[config.mk]
export PLATFORM = sky130hd
export DESIGN_NAME = halt_dump_streamer_flat
export DESIGN_NICKNAME = d
export VERILOG_FILES = /design/src/rtl/halt_dump_streamer_if.sv /design/src/rtl/halt_dump_streamer.sv /design/src/flat_wrapper.sv
export SDC_FILE = /design/constraint.sdc
export NUM_CORES = 1
export LEC_CHECK = 0
export ABC_AREA = 1
export ABC_CLOCK_PERIOD_IN_PS = 4200
export CAP_MARGIN = 20
export CELL_PAD_IN_SITES_DETAIL_PLACEMENT = 2
export CELL_PAD_IN_SITES_GLOBAL_PLACEMENT = 2
export CORE_MARGIN = 3
export CORE_UTILIZATION = 32
export CTS_BUF_LIST = sky130_fd_sc_hd__clkbuf_4
export CTS_CLUSTER_SIZE = 24
export DETAILED_ROUTE_END_ITERATION = 10
export PLACE_DENSITY = 0.95
export SETUP_SLACK_MARGIN = 0.1
export SLEW_MARGIN = 20
export SYNTH_ARGS = -nofsm -noshare
export SYNTH_HDL_FRONTEND = slang
export SYNTH_SLANG_ARGS = --single-unit
[constraint.sdc]
create_clock -name clk -period 4.2 [get_ports clk]
set_input_delay 1.26 -clock clk [delete_from_list [all_inputs] [get_ports clk]]
set_output_delay 1.26 -clock clk [all_outputs]
set_load 0.01 [all_outputs]
[src/rtl/halt_dump_streamer_if.sv]
// Byte-wide valid/ready stream used by the halt dump streamer.
// master = byte source (the streamer), slave = byte sink.
interface halt_dump_streamer_if;
  logic [7:0] data;
  logic       valid;
  logic       ready;

  modport master (output data, output valid, input ready);
  modport slave  (input data, input valid, output ready);
endinterface

[src/rtl/halt_dump_streamer.sv]
// After a halt rising edge, reads the register file and the whole RAM and emits
// a framed byte stream: header, register bytes, memory bytes, 8-bit checksum.
module halt_dump_streamer #(
  parameter int          ADDR_WIDTH = 8,
  parameter int          DATA_WIDTH = 8,
  parameter int          NUM_REGS   = 8,
  parameter logic [7:0]  HEADER     = 8'hA5
) (
  input  logic                    clk,
  input  logic                    reset,
  input  logic                    halted,
  input  logic                    dump_en,
  output logic [2:0]              reg_sel,
  input  logic [DATA_WIDTH-1:0]   reg_data,
  output logic [ADDR_WIDTH-1:0]   mem_addr,
  output logic                    mem_rd_en,
  input  logic [DATA_WIDTH-1:0]   mem_rd_data,
  halt_dump_streamer_if.master    out_if,
  output logic                    busy,
  output logic                    done
);

  typedef enum logic [2:0] {
    S_IDLE,
    S_HDR,
    S_REGS,
    S_MEM_REQ,
    S_MEM_WAIT,
    S_MEM_OUT,
    S_SUM
  } state_e;

  localparam logic [2:0]            LAST_REG  = 3'(NUM_REGS - 1);
  localparam logic [ADDR_WIDTH-1:0] LAST_ADDR = '1;

  state_e                  state_q,     state_d;
  logic                    halted_q,    halted_d;
  logic [DATA_WIDTH-1:0]   out_data_q,  out_data_d;
  logic                    out_valid_q, out_valid_d;
  logic                    mem_rd_en_q, mem_rd_en_d;
  logic [ADDR_WIDTH-1:0]   mem_addr_q,  mem_addr_d;
  logic [2:0]              reg_sel_q,   reg_sel_d;
  logic                    busy_q,      busy_d;
  logic                    done_q,      done_d;
  logic [DATA_WIDTH-1:0]   checksum_q,  checksum_d;

  logic                    xfer;
  logic [DATA_WIDTH-1:0]   sum_next;

  assign xfer     = out_valid_q && out_if.ready;
  assign sum_next = checksum_q + out_data_q;

  always_comb begin
    // NOTE: every _d gets a default before the case so no path leaves one unassigned (no latches).
    state_d     = state_q;
    halted_d    = halted;
    out_data_d  = out_data_q;
    out_valid_d = out_valid_q;
    mem_rd_en_d = 1'b0;
    mem_addr_d  = mem_addr_q;
    reg_sel_d   = reg_sel_q;
    busy_d      = busy_q;
    done_d      = 1'b0;
    checksum_d  = checksum_q;

    unique case (state_q)
      S_IDLE: begin
        if (halted && !halted_q && dump_en) begin
          state_d     = S_HDR;
          out_data_d  = HEADER;
          out_valid_d = 1'b1;
          busy_d      = 1'b1;
          checksum_d  = '0;
        end
      end
      S_HDR: begin
        if (xfer) begin
          out_valid_d = 1'b0;
          reg_sel_d   = '0;
          state_d     = S_REGS;
        end
      end
      S_REGS: begin
        // Register read data is combinational, so one load cycle per byte with valid low.
        if (!out_valid_q) begin
          out_data_d  = reg_data;
          out_valid_d = 1'b1;
        end else if (xfer) begin
          checksum_d  = sum_next;
          out_valid_d = 1'b0;
          if (reg_sel_q == LAST_REG) begin
            mem_addr_d  = '0;
            mem_rd_en_d = 1'b1;
            state_d     = S_MEM_REQ;
          end else begin
            reg_sel_d = reg_sel_q + 3'd1;
          end
        end
      end
      S_MEM_REQ: begin
        state_d = S_MEM_WAIT;
      end
      S_MEM_WAIT: begin
        out_data_d  = mem_rd_data;
        out_valid_d = 1'b1;
        state_d     = S_MEM_OUT;
      end
      S_MEM_OUT: begin
        if (xfer) begin
          checksum_d = sum_next;
          if (mem_addr_q == LAST_ADDR) begin
            // Checksum byte goes out straight away with the final total.
            out_data_d  = sum_next;
            out_valid_d = 1'b1;
            state_d     = S_SUM;
          end else begin
            out_valid_d = 1'b0;
            mem_addr_d  = mem_addr_q + 1'b1;
            mem_rd_en_d = 1'b1;
            state_d     = S_MEM_REQ;
          end
        end
      end
      S_SUM: begin
        if (xfer) begin
          out_valid_d = 1'b0;
          busy_d      = 1'b0;
          done_d      = 1'b1;
          state_d     = S_IDLE;
        end
      end
      default: state_d = S_IDLE;
    endcase
  end

  // NOTE: sequential state uses non-blocking assignments only; all flops clear on async reset.
  always_ff @(posedge clk or negedge reset) begin
    if (!reset) begin
      state_q     <= S_IDLE;
      halted_q    <= 1'b0;
      out_data_q  <= '0;
      out_valid_q <= 1'b0;
      mem_rd_en_q <= 1'b0;
      mem_addr_q  <= '0;
      reg_sel_q   <= '0;
      busy_q      <= 1'b0;
      done_q      <= 1'b0;
      checksum_q  <= '0;
    end else begin
      state_q     <= state_d;
      halted_q    <= halted_d;
      out_data_q  <= out_data_d;
      out_valid_q <= out_valid_d;
      mem_rd_en_q <= mem_rd_en_d;
      mem_addr_q  <= mem_addr_d;
      reg_sel_q   <= reg_sel_d;
      busy_q      <= busy_d;
      done_q      <= done_d;
      checksum_q  <= checksum_d;
    end
  end

  assign out_if.data  = out_data_q;
  assign out_if.valid = out_valid_q;
  assign reg_sel      = reg_sel_q;
  assign mem_addr     = mem_addr_q;
  assign mem_rd_en    = mem_rd_en_q;
  assign busy         = busy_q;
  assign done         = done_q;

endmodule

[src/flat_wrapper.sv]
// flat-port wrapper written by rule: the top's interface ports become plain ports
module halt_dump_streamer_flat 
#(
  parameter int          ADDR_WIDTH = 8,
  parameter int          DATA_WIDTH = 8,
  parameter int          NUM_REGS   = 8,
  parameter logic [7:0]  HEADER     = 8'hA5
)
  (clk, reset, halted, dump_en, reg_sel, reg_data, mem_addr, mem_rd_en, mem_rd_data, busy, done, out_if_data, out_if_valid, out_if_ready);
  halt_dump_streamer_if out_if_i ();
  input  logic clk;
  input  logic reset;
  input  logic halted;
  input  logic dump_en;
  output logic [2:0] reg_sel;
  input  logic [DATA_WIDTH-1:0] reg_data;
  output logic [ADDR_WIDTH-1:0] mem_addr;
  output logic mem_rd_en;
  input  logic [DATA_WIDTH-1:0] mem_rd_data;
  output logic busy;
  output logic done;
  output wire logic [$bits(out_if_i.data)-1:0] out_if_data;
  output wire logic [$bits(out_if_i.valid)-1:0] out_if_valid;
  input wire logic [$bits(out_if_i.ready)-1:0] out_if_ready;
  assign out_if_data = out_if_i.data;
  assign out_if_valid = out_if_i.valid;
  assign out_if_i.ready = out_if_ready;
  halt_dump_streamer #(.ADDR_WIDTH(ADDR_WIDTH), .DATA_WIDTH(DATA_WIDTH), .NUM_REGS(NUM_REGS), .HEADER(HEADER)) u_core (.clk(clk), .reset(reset), .halted(halted), .dump_en(dump_en), .reg_sel(reg_sel), .reg_data(reg_data), .mem_addr(mem_addr), .mem_rd_en(mem_rd_en), .mem_rd_data(mem_rd_data), .out_if(out_if_i), .busy(busy), .done(done));
endmodule
## After elaboration in Yosys (flattened, before gate mapping)

Cells that the tools add are included.

| word-level totals | value |
|---|---|
| register bits after elaboration | 35 |
| bits of input ports | 21 |

| operators by class | value |
|---|---|
| mux-type cells | 44 |
| add/subtract/negate cells | 3 |
| reductions and logical operators | 19 |
| equal/unequal tests | 20 |

Operators by type and width:

| cell | number |
|---|---|
| two-way mux 8 bit | 12 |
| two-way mux 3 bit | 11 |
| case mux 8 bit (4 select lines) | 1 |
| case mux 8 bit (3 select lines) | 1 |
| case mux 3 bit (7 select lines) | 1 |
| inequality test 2 x 1 -> 1 bit (second input constant) | 9 |
| case mux 8 bit (2 select lines) | 1 |
| two-way mux 1 bit | 13 |
| == test 3 bit (second input constant) | 4 |
| AND reduction 5 bit | 2 |
| adder 8 x 1 -> 8 bit (second input constant) | 1 |
| adder 8 bit | 1 |
| == test 8 bit (second input constant) | 1 |
| AND reduction 7 bit | 1 |
| == test 3 x 2 -> 1 bit (second input constant) | 2 |
| inequality test 2 bit (second input constant) | 3 |
| case mux 3 bit (2 select lines) | 1 |
| AND reduction 3 bit | 2 |
| AND reduction 6 bit | 1 |
| nonzero test 2 bit | 3 |
| case mux 1 bit (5 select lines) | 1 |
| nonzero test 5 bit | 1 |
| case mux 1 bit (2 select lines) | 2 |
| AND reduction 4 bit | 1 |
| 8 further kinds | 10 |

## Logic depth before layout (Yosys ltp)

Gate-level depths: netlist of run 1.

| logic depth | value |
|---|---|
| word-level depth | 5 |
| mapped depth | 11 |
| depth with buffers taken out | 11 |

## Worst setup path before layout of run 1

OpenSTA, ideal clock, no wires.

| timing | value |
|---|---|
| path type | input to register |
| from | in out_if_ready |
| to | reg u_core.out_data_q[0], in the netlist u_core.out_if.data[0] |
| setup slack | 1.983 ns |
| data arrival time | 2.091 ns |
| path buffers | 0 |
| data required time | 4.074 ns |
| cell stages on the path | 7 |
| path through | nand2_1 inv_2 nor2_1 nor2_2 nand3_4 nor2_2 a21oi_1 |

| on the way | value |
|---|---|
| longest elaborated chain between the ends | 3 |

RTL lines:

| item | line | source |
|---|---|---|
| from (decl) | flat_wrapper.sv:24 | `input wire logic [$bits(out_if_i.ready)-1:0] out_if_ready;` |
| logical AND 1 bit | halt_dump_streamer.sv:50 | `assign xfer = out_valid_q && out_if.ready;` |
| inequality test 2 x 1 -> 1 bit (no source line) | n/a |  |
| AND reduction 5 bit (no source line) | n/a |  |
| to (signal assigned) | halt_dump_streamer.sv:152 | `out_data_q <= out_data_d;` |
| to (decl) | halt_dump_streamer.sv:38 | `logic [DATA_WIDTH-1:0] out_data_q, out_data_d;` |

Every way passes these cells.
A chain may end at the register's enable or synchronous reset.

## Worst setup path in the final report of run 1

| timing | value |
|---|---|
| from | reg u_core.mem_addr_q[3], in the netlist u_core.mem_addr[3] |
| to | out mem_addr[3] |

RTL lines:

| item | line | source |
|---|---|---|
| from (decl) | halt_dump_streamer.sv:41 | `logic [ADDR_WIDTH-1:0] mem_addr_q, mem_addr_d;` |
| from (signal assigned) | halt_dump_streamer.sv:155 | `mem_addr_q <= mem_addr_d;` |
| to (decl) | flat_wrapper.sv:17 | `output logic [ADDR_WIDTH-1:0] mem_addr;` |

No word-level cell between the ends.

==> results of run 1 <==
## placed cells by master (no fill, tap or decap), drive strengths merged, types with 2 or more instances in the layout
| master | n |
|---|---|
| inv | 32 |
| clkdlybuf4s50 | 43 |
| nand3b | 2 |
| xor2 | 3 |
| a21oi | 16 |
| o21ai | 15 |
| nand3 | 31 |
| dfrtp | 35 |
| nor2 | 29 |
| nand2 | 112 |
| clkbuf | 7 |
| nand4 | 4 |
| ha | 10 |
| nor3 | 2 |
| clkinv | 2 |
## worst min-delay path by stage
| stage | end | slack, ns | cells after the start |
|---|---|---|---|
| final | u_core.checksum_q[2]$_DFFE_PN0P_ | 0.51 | 2 |
| after global routing | u_core.checksum_q[5]$_DFFE_PN0P_ | 0.57 | 2 |
| after CTS | u_core.checksum_q[0]$_DFFE_PN0P_ | 0.52 | 2 |
| after detailed placement | u_core.checksum_q[6]$_DFFE_PN0P_ | 0.48 | 2 |
| after global placement | u_core.checksum_q[0]$_DFFE_PN0P_ | 0.46 | 2 |
| after floorplan | u_core.checksum_q[0]$_DFFE_PN0P_ | 0.45 | 2 |
## area by class of cell
cell class | count | area, µm² | share of cell area
clock buffers | 7 | 52.6 | 0.0186
clock inverters | 1 | 5.00 | 0.00177
inverters | 33 | 128 | 0.0451
multi-input cells | 231 | 1210 | 0.429
flip-flops and latches | 35 | 876 | 0.310
well taps | 93 | 116 | 0.0412
repair buffers | 44 | 438 | 0.155
## kinds of logic (layout without fill, tap and decap cells)
kind of cell,count (synthesis),after routing,synth area share
and+or+nand+nor,182,182,0.373
buffers and inverters,36,85,0.0686
xor gates and xnor gates,3,3,0.0117
AOI/OAI and AO/OA,35,35,0.0910
DFF,35,35,0.391
adders and majority gates,11,11,0.0647
## layer usage
layer  wire [µm]  track usage  vias to the layer above
li1            -            -                     1067
met1        3510        0.259                     1139
met2        3900        0.354                       39
met3         240       0.0275                       12
met4         104       0.0549                        0
met5           0            0                        -
## through the flow
stage / worst slack (ns) / hold slack (ns) / total power [mW]
global placement: 1.36 / 0.462 / 1.35
floorplan: 1.98 / 0.446 / 1.06
finish: 1.53 / 0.512 / 1.61
global route: 1.49 / 0.567 / 1.75
CTS: 1.53 / 0.515 / 1.62
detailed placement: 1.27 / 0.484 / 1.41
## state kept, by name, indices dropped and copies added (netlist names)
register	flops
u_core.busy	1
u_core.checksum_q	8
u_core.done	1
u_core.halted_q	1
u_core.mem_addr	8
u_core.mem_rd_en	1
u_core.out_if.data	8
u_core.out_if.valid	1
u_core.reg_sel	3
u_core.state_q	3
## power groups by stage
stage,Sequential (mW),Clock [mW],Combinational [mW]
2_1_floorplan,0.525,0,0.537
3_3_place_gp,0.519,0,0.826
3_5_place_dp,0.524,0,0.886
4_1_cts,0.518,0.206,0.898
5_1_grt,0.534,0.221,0.997
6_report,0.517,0.205,0.889
==> impl_metrics.tcl, run 1 <==
set metrics [dict create \
    status "complete, no violations" \
    crit_type "reg2out" \
    first_pass_iters 4 \
    route.vias.total 2257 \
    crit_chain "clkdlybuf4s50_1" \
    clockRootBuffer "clkbuf_4" \
    p_clk_frac 0.127 \
    required_ns 2.94 \
    cts_buffer_depth 2 \
    placed_area_um2 2770 \
    path_max_fanout 6 \
    slew_headroom 0.674 \
    p_sw_frac 0.488 \
    hpwl_um 6010 \
    cp.depth 1 \
    grt_pass1_wl_um 13300 \
    finalCriticalPeriod_ns 2.67 \
    hold_viol 0 \
    peakVddDrop_mv 0.234 \
    setup_tns_ns 0 \
    syn_to_final_growth_pct 26.1 \
    netlist.area_leader.share 0.391 \
    num_rows 29 \
    nets 382 \
    path_clk_slew_ns 0.12 \
    wirelength_um 7750 \
    tritoncts "yes" \
    crit_path_end "mem_addr[3]" \
    clock_sinks 35 \
    postSynthCellCount 302 \
    avgRoutedWirePerCell_um 17.4 \
    dpl.cell_count 436 \
    reg2reg_depth 10 \
    power.internal_mw 0.826 \
    r2r_start "u_core.out_if.data[0]$_DFFE_PN0P_" \
    ant_nets 0 \
    gp_congestion 0.812 \
    fin_util 0.431 \
    drive_above_1_share 0.108 \
    final_area_um2 2830 \
    cts_setup_buffers 0 \
    p_comb_frac 0.552 \
    worstHoldPathType "reg2reg" \
    grt.total_usage 0.201 \
    min_period_over_period 0.636 \
    maxSlewViolCount 0 \
    ys_warn_count 0 \
    grt_pass1_vias 2577 \
    ioPinCount 44 \
    drtIter0Drc 125 \
    synth-seq-cells 35 \
    cp_slowest_cell "clkdlybuf4s50_1" \
    worstSetupStartpointType "register" \
    ys_top_cells_by_area "dfrtp_1 (39%), nand2_1 (18%), ha_1 (5.6%)" \
    synthesis.nets 334 \
    synth_edf_count 0 \
    vias_per_cell 5.08 \
    crit_path_max_incr_delay_ns 0.59 \
    htreeDepth 2 \
    synth-async-reset-ratio 1.00 \
    holdCritStartpoint "u_core.checksum_q[2]$_DFFE_PN0P_" \
    p_leak_nw 1.42 \
    arrival_ns 1.41 \
    p_switching_mw 0.786 \
    worst_pin_slew_ns 0.489 \
    synth-seq-area-share 0.391 \
    critical_path_buf_inv_count 1 \
    grt_max_degree 36 \
    overflow 0 \
    crit_start "u_core.mem_addr[3]$_DFFE_PN0P_" \
    synth_area_per_cell_um2 7.42 \
    fp.dieArea_um2 8050 \
    synth.distinct_cells 33 \
    synthTopCellsByCount "nand2_1 (109), dfrtp_1 (35), inv_1 (25), nand3_1 (25), nor2_1 (23)" \
    antenna_found_initial 0 \
    r2r_slack_ns 2.23 \
    numCtsBuffers 5 \
    p_per_area_nw_per_um2 570 \
    path_delay_family "buffers and inverters" \
    yosysMostFrequentCell "nand2_1" \
    ctsHoldBuffers 0 \
    synth-main-ff-cell "dfrtp_1" \
    timing.fmax_ghz 0.375 \
    r2r-end "u_core.out_if.data[6]$_DFFE_PN0P_" \
    clock_skew_ns 0.00765 \
    core-area_um2 6570 \
    start_util 0.341 \
    power.share.sequential 0.321 \
    drv_cap 0 \
    synthesis.area_um2 2240 \
    setup_viol 0 \
    rsz0062_at_grt "no" \
    fill_cells 788 \
    final_cells 444 \
    synth_top_area_cell "dfrtp_1" \
    cts_resized 0 \
    diodes 0 \
    drc 0 \
    die_h_um 89.7 \
    endpoint_kind "primary output" \
    io_buffers 43 \
    die-width_um 89.7 \
    clock_latency_ns 0.35 \
]
No activity file was read; power rests on OpenSTA's default activity.
==> inputs of run 2 (changes only) <==
Settings changed: ABC_CLOCK_PERIOD_IN_PS 4200 to 2700, CORE_UTILIZATION 32 to 30, PLACE_DENSITY 0.95 to 0.93.
Clock period 4.2 ns to 2.7 ns, I/O delays scaled along.
==> run 2 against run 1 <==
  * Cell count is 0.68% higher
  * Combinational power up 55%
  * Global-route usage fell by 0.89 points
  * Die area is 6.2% higher
  * Sequential share of layout area about the same
  * Clock-buffer cell count decreased by 1
  * Power increased by 54%
  * Utilization fell by 2.8 points
  * Worst setup slack got worse by 1.0 ns
  * Sequential power up 55%
  * Routed wire length shrank 3.2%
  * Critical path type unchanged
  * Largest cell class unchanged
==> impl_metrics.tcl, run 2 (same netlist as run 1, synthesis figures left out) <==
set metrics [dict create \
    crit_type "reg2out" \
    route.vias.total 2258 \
    io_buffers 43 \
    p_comb_frac 0.555 \
    path_max_fanout 6 \
    worstHoldPathType "reg2reg" \
    fp.dieArea_um2 8550 \
    status "complete, no violations" \
    path_delay_family "buffers and inverters" \
    syn_to_final_growth_pct 26.1 \
    power.internal_mw 1.27 \
    p_per_area_nw_per_um2 877 \
    endpoint_kind "primary output" \
    grt_pass1_wl_um 13100 \
    wirelength_um 7500 \
    power_mw 2.48 \
    path_clk_slew_ns 0.12 \
    worst_pin_slew_ns 0.478 \
    crit_path_max_incr_delay_ns 0.58 \
    timing.fmax_ghz 0.454 \
    cts_resized 0 \
    p_sw_frac 0.488 \
    cts_buffer_depth 2 \
    final_cell_mix "nand2_1 (109), clkdlybuf4s50_1 (43), dfrtp_1 (35)" \
    drive_above_1_share 0.103 \
    diodes 0 \
    final_cells 447 \
    clockRootBuffer "clkbuf_4" \
    hpwl_um 5940 \
    overflow 0 \
    numCtsBuffers 5 \
    critical_path_buf_inv_count 1 \
    setup_tns_ns 0 \
    ioPinCount 44 \
    grt.total_usage 0.192 \
    tritoncts "yes" \
    holdCritStartpoint "u_core.checksum_q[6]$_DFFE_PN0P_" \
    min_to "u_core.checksum_q[6]$_DFFE_PN0P_" \
    die-width_um 92.5 \
    grt_pass1_vias 2534 \
    hold_viol 0 \
    r2r_start "u_core.out_if.data[0]$_DFFE_PN0P_" \
    r2r-end "u_core.out_if.data[6]$_DFFE_PN0P_" \
    first_pass_iters 4 \
    htreeDepth 2 \
    clock_latency_ns 0.36 \
    min_period_over_period 0.816 \
    core-area_um2 7020 \
    clock_sinks 35 \
    ctsHoldBuffers 0 \
    grt_max_degree 36 \
    required_ns 1.89 \
    worstSetupStartpointType "register" \
    antenna_found_initial 0 \
    drc 0 \
    reg2reg_depth 10 \
    gp_congestion 0.853 \
    vias_per_cell 5.05 \
    ant_nets 0 \
    dpl.cell_count 439 \
    arrival_ns 1.39 \
    power.share.sequential 0.324 \
    r2r_slack_ns 0.76 \
    nets 382 \
    slew_headroom 0.681 \
    crit_chain "clkdlybuf4s50_1" \
    rsz0062_at_grt "no" \
    clock_skew_ns 0.0129 \
    p_switching_mw 1.21 \
    holdWs_ns 0.496 \
    p_leak_nw 1.41 \
    p_clk_frac 0.121 \
    peakVddDrop_mv 0.307 \
    finalCriticalPeriod_ns 2.20 \
    setup_viol 0 \
    maxSlewViolCount 0 \
    num_rows 30 \
    cts_setup_buffers 0 \
    drtIter0Drc 82 \
    drv_cap 0 \
    final_common_cell "nand2_1" \
    avgRoutedWirePerCell_um 16.8 \
    start_util 0.319 \
    cp_slowest_cell "clkdlybuf4s50_1" \
    die_h_um 92.5 \
    holdPathStages 2 \
]
## run 2: area by class of cell
class	instances	area, µm²
Clock buffer	6	45.0
Inverter	33	128
Multi-Input combinational cell	231	1210
Timing Repair Buffer	44	438
Clock inverter	2	7.51
Sequential cell	35	876
Fill cell	854	4190
Tap cell	96	120
## run 2: how the worst max path moves through the flow
stage	startpoint	endpoint	slack (ns)	cells after the start
5_1_grt	u_core.mem_addr[6]$_DFFE_PN0P_	mem_addr[6]	0.39	1
6_report	u_core.mem_addr[3]$_DFFE_PN0P_	mem_addr[3]	0.50	1
3_5_place_dp	out_if_ready	u_core.out_if.data[2]$_DFFE_PN0P_	0.24	8
3_3_place_gp	out_if_ready	u_core.out_if.data[2]$_DFFE_PN0P_	0.32	8
4_1_cts	u_core.mem_addr[3]$_DFFE_PN0P_	mem_addr[3]	0.46	1
2_1_floorplan	out_if_ready	u_core.out_if.data[0]$_DFFE_PN0P_	0.93	7
## run 2: per-layer routing
layer | track usage | share of wire
met1 | 0.246 | 0.45
met2 | 0.324 | 0.49
met3 | 0.0414 | 0.041
met4 | 0.0582 | 0.016
met5 | 0 | 0
## run 2: stage by stage
step	util	setup WS, ns	area [µm²]
after CTS	0.403	0.461	2830
after global routing	0.403	0.394	2830
after floorplan	-	0.933	2240
final	0.403	0.496	2830
after global placement	0.395	0.320	2770
after detailed placement	0.395	0.240	2770
## run 2: power by group through the flow
| stage | Sequential, mW | Combinational (mW) | Clock, mW |
|---|---|---|---|
| finish | 0.803 | 1.38 | 0.301 |
| global route | 0.829 | 1.55 | 0.340 |
| CTS | 0.808 | 1.39 | 0.309 |
| detailed placement | 0.817 | 1.37 | 0 |
| global placement | 0.807 | 1.28 | 0 |
| floorplan | 0.817 | 0.836 | 0 |
## run 2: worst reg2reg max path, stage by stage, from the launching register on
cell	delay, ns
dfrtp_1	0.44
ha_1	0.26
fa_1	0.42
nand2_1	0.10
nand2_1	0.09
nand3b_1	0.13
nand3_1	0.12
nand3_1	0.11
nand2_1	0.07
nand2_1	0.08
nand2_1	0.05
